==> src/rtl/kmap_sweep_capture.sv <==
// kmap_sweep_capture
// Walks every input combination of a small combinational boolean block,
// records its output into a truth table and offers that table to a consumer
// over a val/rdy handshake.
// Optional feature macro: KMAP_SWEEP_CHECK_EN adds an expected-table input
// and a mismatch flag that compares it against the captured table.

module kmap_sweep_capture #(
    parameter  int NBITS = 3,
    localparam int TW    = 2 ** NBITS
) (
    input  logic             clk,
    input  logic             reset,
    input  logic             start,
    output logic [NBITS-1:0] dut_in,
    input  logic             dut_f,
    output logic             busy,
    output logic             out_val,
    input  logic             out_rdy,
`ifdef KMAP_SWEEP_CHECK_EN
    input  logic [TW-1:0]    exp_table,
    output logic             mismatch,
`endif
    output logic [TW-1:0]    out_table
);

    typedef enum logic [1:0] {
        IDLE  = 2'd0,
        SWEEP = 2'd1,
        DONE  = 2'd2
    } state_t;

    // idx reaching all-ones marks the last combination of the sweep
    localparam logic [NBITS-1:0] IDX_LAST = {NBITS{1'b1}};

    state_t           state;
    state_t           state_next;
    logic [NBITS-1:0] idx;
    logic [TW-1:0]    table_q;

    // State register; reset aborts any sweep or pending hand-off immediately
    always_ff @(posedge clk or posedge reset) begin
        if (reset) begin
            state <= IDLE;
        end else begin
            state <= state_next;
        end
    end

    // Next-state logic: start only counts in IDLE, so nothing can be queued
    always_comb begin
        state_next = state;
        case (state)
            IDLE: begin
                if (start) begin
                    state_next = SWEEP;
                end
            end
            SWEEP: begin
                if (idx == IDX_LAST) begin
                    state_next = DONE;
                end
            end
            DONE: begin
                if (out_rdy) begin
                    state_next = IDLE;
                end
            end
            default: state_next = IDLE;
        endcase
    end

    // Output decode from the current state
    always_comb begin
        busy    = 1'b0;
        out_val = 1'b0;
        case (state)
            SWEEP:   busy = 1'b1;
            DONE: begin
                busy    = 1'b1;
                out_val = 1'b1;
            end
            default: begin
                busy    = 1'b0;
                out_val = 1'b0;
            end
        endcase
    end

    // Sweep datapath: capture f for the presented combination, then advance;
    // idx returns to zero after the last one so IDLE always presents zero
    always_ff @(posedge clk or posedge reset) begin
        if (reset) begin
            idx     <= '0;
            table_q <= '0;
        end else if (state == SWEEP) begin
            table_q[idx] <= dut_f;
            if (idx == IDX_LAST) begin
                idx <= '0;
            end else begin
                idx <= idx + 1'b1;
            end
        end
    end

    assign dut_in    = idx;
    assign out_table = table_q;

`ifdef KMAP_SWEEP_CHECK_EN
    // Flag a disagreement with the expected table only while the table is offered
    always_comb begin
        mismatch = out_val && (table_q != exp_table);
    end
`endif

endmodule

==> config.mk <==
export PLATFORM = sky130hd
export DESIGN_NAME = kmap_sweep_capture
export DESIGN_NICKNAME = d
export VERILOG_FILES = /design/src/rtl/kmap_sweep_capture.sv
export SDC_FILE = /design/constraint.sdc
export NUM_CORES = 1
export LEC_CHECK = 0
export CAP_MARGIN = 20
export CELL_PAD_IN_SITES_DETAIL_PLACEMENT = 1
export CELL_PAD_IN_SITES_GLOBAL_PLACEMENT = 1
export CORE_MARGIN = 2
export CORE_UTILIZATION = 36
export CTS_CLUSTER_SIZE = 8
export DETAILED_ROUTE_END_ITERATION = 6
export HOLD_SLACK_MARGIN = 0.02
export PLACE_DENSITY = 0.82
export SETUP_SLACK_MARGIN = 0.2
export SLEW_MARGIN = 15
export SYNTH_ARGS = -nofsm -noshare
export SYNTH_HDL_FRONTEND = slang
export SYNTH_SLANG_ARGS = --single-unit
==> constraint.sdc <==
create_clock -name clk -period 2.1 [get_ports clk]
set_clock_uncertainty 0.2 [all_clocks]
set_input_delay 0.42 -clock clk [delete_from_list [all_inputs] [get_ports clk]]
set_output_delay 0.42 -clock clk [all_outputs]
set_load 0.03 [all_outputs]
* Word level (Yosys, flattened, before mapping)
Cells that the tools add are included.
** Storage, ports and cells
- Flip-flop bits (word level) :: 13
- Output and inout bits :: 13
** Cells by class
- Order comparisons :: 2
- Reduce and logical (&&, ||, !) cells :: 4
- Multiplexer cells :: 10
- Equality and inequality tests :: 6
- $add $sub $neg :: 1
** Operators by type and width (count)
- 8-bit bitwise mux :: 1
- 2-bit 2-to-1 mux :: 3
- 2-bit one-hot mux with 3 select lines :: 1
- 3-bit by 4-bit < comparator with 1-bit output, second input constant :: 1
- 2-bit != test, second input constant :: 2
- 3-bit by 1-bit adder with 3-bit output, second input constant :: 1
- 1-bit demux with 3-bit select :: 1
- 3-bit equality test, second input constant :: 1
- 3-bit by 1-bit greater-or-equal comparator with 1-bit output, second input constant :: 1
- 1-bit 2-to-1 mux :: 3
- 3-bit 2-to-1 mux :: 1
- 3-bit AND reduction :: 1
- 2-bit by 1-bit equality test with 1-bit output, second input constant :: 1
- 2-bit equality test, second input constant :: 1
- 2-bit zero test :: 1
- 2-bit by 1-bit != test with 1-bit output, second input constant :: 1
- 2-bit OR reduction :: 1
- 1-bit logical AND :: 1

* Longest topological paths before layout
- Depth after elaboration :: 5
- Mapped depth :: 5
- Depth with buffers taken out :: 5

* Worst setup path before layout
OpenSTA, ideal clock, no wires.
- Path kind :: register -> register
- Start :: reg idx[1], in the netlist dut_in[1]
- End :: reg state[0]
- Setup time :: 0.125 ns
- Clock period less this slack :: 2.090 ns
- Stages on the path, launching flop included :: 6
- Path buffers :: 0
- Slack :: 0.010 ns
- Required time :: 1.775 ns
- Arrival :: 1.766 ns
- Path through :: dfrtp_1 > ha_1 > ha_1 > inv_1 > a222oi_1 > mux2_2
** Between the ends
- Word-level cells in the longest chain between the ends :: 3
** RTL lines
- start, declared :: RTL line 38 : logic [NBITS-1:0] idx;
- start signal, assigned :: RTL line 101 : idx <= idx + 1'b1;
- 3-bit equality test :: RTL line 60 : if (idx == IDX_LAST) begin
- 2-bit by 1-bit != test with 1-bit output (no line)
- 3-bit AND reduction (no line)
- end signal, assigned :: RTL line 46 : state <= state_next;
- end, declared :: RTL line 36 : state_t state;
Every way passes these cells.
A chain may end at the register's enable or synchronous reset.

* Worst setup path in the final report
- Start :: reg idx[1], in the netlist dut_in[1]
- End :: reg state[1]
Same word-level chain as after synthesis.

==> results.cfg <==
[status]
run_status = finished, final reports clean

[pwr]
power.clock.fraction_pct = 9.5
power.total_mw = 1.64
p_leak_nw = 0.421
p_sw_uw = 751
sw_frac_of_total_pct = 45.8
power.share.combinational_pct = 61.5
cellPowerDensity_mw_per_mm2 = 1760
share_seq_of_total_power_pct = 29.0
power.ir.vdd_worst_mv = 0.816
cellInternalPower_uw = 888

[global_route]
grt-ovfl-total = 0
global_route_wire_length_before_repair_mm = 2.21
pin_count_of_the_biggest_net_entering_global_routing = 14
first_global_vias = 490
initial_antenna_violation_count = 0
grt_usage_pct = 14.7

[final_layout]
area_occupied_by_multi_input_gates_um2 = 338
finish.instance_area_um2 = 933
num_antenna_cells = 0
num-nets-final = 90
area_growth_pct = 39.2
layout.filler_cells = 200
layout.core_utilization_pct = 53.5
area.sequential_um2 = 328
fraction_of_final_layout_cells_with_drive_strength_greater_than_1_pct = 39.7

[placed_design]
place_area_um2 = 903
dp_hpwl_mm = 1.05
routabilityCongestion = 0.704
io_buffer_count = 17

[sta]
report.final.setup_viol = 0
fin_crit_ns = 1.85
timing_hold_violations_final = 0
max_slew_margin_pct = 64.6
fin_tns_setup_ns = 0
finalHoldWorstSlack_ns = 0.277
unrepaired_setup_endpoints_after_global_routing = yes
tightestPinTransition_ns = 0.531
clock.fmax_mhz = 540
final_slew_viol_count = 0
min_period_over_period_pct = 88.2

[worst_setup_path]
r2r.worst_path.cells = 5
criticalPathCategory = register to register
worstSetupStartpointType = register
timing.rr.start = dut_in[1]$_DFFE_PP0N_
cp-end-kind = register
crit_path_max_fanout = 5
worst_ep_arrival_time_ns = 1.82
rrSetupSlack_ns = 0.25
worst_r2r_endpoint = state[1]$_DFFE_PP0P_
worst-endpoint-required_ns = 2.07

[die]
die_width_um = 47.2
floorplan.die.height_um = 47.2
placeable_core_region_mm2 = 0.00175
count_of_standard_cell_rows = 15
i_o_pin_count = 18
die_area_mm2 = 0.00222
start_util_pct = 38.4

[route]
detail_route.wirelength_mm = 1.50
drt.antenna.violating_nets = 0
drtPass1Iterations = 4
vias_per_cell = 4.86
first_iter_violations = 6
routed_wire_length_per_instance_um = 14.6
route.detailed.drc = 0
detailroute.via_count = 501

[yosys]
syn-cell-area_um2 = 671
yosys-top-cells-area = sky130_fd_sc_hd__dfrtp_1 (49%), sky130_fd_sc_hd__mux2_2 (20%), sky130_fd_sc_hd__ha_1 (11%), sky130_fd_sc_hd__inv_1 (3.9%), sky130_fd_sc_hd__nand4b_1 (2.6%)
syn_avg_cell_area_um2 = 12.2
synth_sequential_area_ratio_pct = 48.5
mappedNetlistNets = 66
yosys_warnings = 0
synth.largest_area_cell = sky130_fd_sc_hd__dfrtp_1
synth.distinct_cells = 16
syn-instance-count = 55
proportion_of_netlist_area_held_by_the_largest_area_contributor_pct = 48.5
yosys_register_bits = 13

[clock_tree]
max-clock-path-buffers = 2
number_of_sinks_driven_by_the_clock_tree = 13
cts-root-buf = sky130_fd_sc_hd__clkbuf_4
cts.htree.levels = 1
hold_buffers = 0
worstSkewPairLatency_ns = 0.27
cts.clk_slew.worst_paths_ns = 0.08
tritoncts = built
tritoncts_buffer_count = 3

[run]
drv_cap = 0

[worst_hold_path]
hold_path.class = input port to asynchronous set/reset pin
final cells by class:
cell class,instances,share of cell area [%]
multi-input combinational,32,36.2
sequential,13,35.1
timing repair buffer,22,19.7
tap,25,3.35
clock buffer,4,2.82
inverter,7,2.82
cell families (layout without fill, tap and decap cells):
logic type | after synthesis | count (layout) | synth area share, %
flops | 13 | 13 | 48.5
mux | 12 | 12 | 20.1
simple gates | 12 | 12 | 11.0
compound gates | 2 | 2 | 2.43
fa+ha+maj | 6 | 6 | 11.2
buf+inv | 10 | 33 | 6.72
synth_stat cells:
cell type,n
sky130_fd_sc_hd__nand3_1,1
sky130_fd_sc_hd__clkbuf_1,2
sky130_fd_sc_hd__buf_6,1
sky130_fd_sc_hd__inv_1,7
sky130_fd_sc_hd__nor3b_1,2
sky130_fd_sc_hd__o22ai_1,1
sky130_fd_sc_hd__ha_1,6
sky130_fd_sc_hd__nand2_1,1
sky130_fd_sc_hd__a222oi_1,1
sky130_fd_sc_hd__nor3_1,1
sky130_fd_sc_hd__nor2_1,2
sky130_fd_sc_hd__dfrtp_1,13
sky130_fd_sc_hd__nand4b_1,2
sky130_fd_sc_hd__or2b_1,1
sky130_fd_sc_hd__mux2_2,12
sky130_fd_sc_hd__nand4_1,2
sequential cells by signal (all words and copies together), names as in the netlist:
register	cells
dut_in	3
out_table	8
state	2
cells in the final DEF (no fill, tap or decap), drive strengths merged:
| cell type | instances |
|---|---|
| a222oi | 1 |
| buf | 6 |
| clkbuf | 5 |
| clkdlybuf4s50 | 4 |
| dfrtp | 13 |
| dlygate4sd2 | 11 |
| ha | 6 |
| inv | 7 |
| mux2 | 12 |
| nand2 | 1 |
| nand3 | 1 |
| nand4 | 2 |
| nand4b | 2 |
| nor2 | 2 |
| nor3 | 1 |
| nor3b | 2 |
| o22ai | 1 |
| or2b | 1 |
power by group through the flow:
stage	registers (mW)	clock network, mW	logic (mW)
2_1_floorplan	0.695	0	0.476
3_3_place_gp	0.487	0	1.03
3_5_place_dp	0.489	0	1.06
4_1_cts	0.482	0.160	0.977
5_1_grt	0.494	0.174	1.09
6_report	0.475	0.155	1.01
critical path, cell delays in order (launching register included):
cell	delay, ns
sky130_fd_sc_hd__dfrtp_2	0.42
sky130_fd_sc_hd__ha_4	0.15
sky130_fd_sc_hd__ha_4	0.14
sky130_fd_sc_hd__inv_2	0.03
sky130_fd_sc_hd__a222oi_1	0.43
sky130_fd_sc_hd__mux2_2	0.38
stage by stage:
stage                     std cells  setup WS [ns]
after floorplan                  55          0.202
after global placement           97          0.105
after detailed placement         97         0.0197
after CTS                       101         0.0566
after global routing            103          0.169
final                           103          0.247
per-layer routing:
layer | share of wire, % | vias to the layer above | track usage (%) | wire, um
li1 | - | 236 | - | -
met1 | 44 | 254 | 18.7 | 663
met2 | 53 | 11 | 23.8 | 791
met3 | 3.1 | 0 | 5.77 | 46
met4 | 0 | 0 | 3.33 | 0
met5 | 0 | - | 0 | 0
worst max-delay path by stage:
| stage | startpoint | endpoint | slack, ns | cells after the start |
|---|---|---|---|---|
| after floorplan | dut_in[1]$_DFFE_PP0N_ | state[0]$_DFFE_PP0P_ | 0.20 | 5 |
| after global placement | state[0]$_DFFE_PP0P_ | busy | 0.10 | 3 |
| after detailed placement | out_rdy | state[1]$_DFFE_PP0P_ | 0.02 | 4 |
| after CTS | state[0]$_DFFE_PP0P_ | busy | 0.06 | 3 |
| after global routing | state[0]$_DFFE_PP0P_ | busy | 0.17 | 3 |
| final | dut_in[1]$_DFFE_PP0N_ | state[1]$_DFFE_PP0P_ | 0.25 | 5 |
what timing repair did:
action	in CTS	in global routing
gates resized for setup	16	7
pin swaps	0	3
gates cloned	0	0
endpoints found under the setup margin	14	7
setup buffers	0	2
Note: power is estimated with default switching activity, not from simulation.
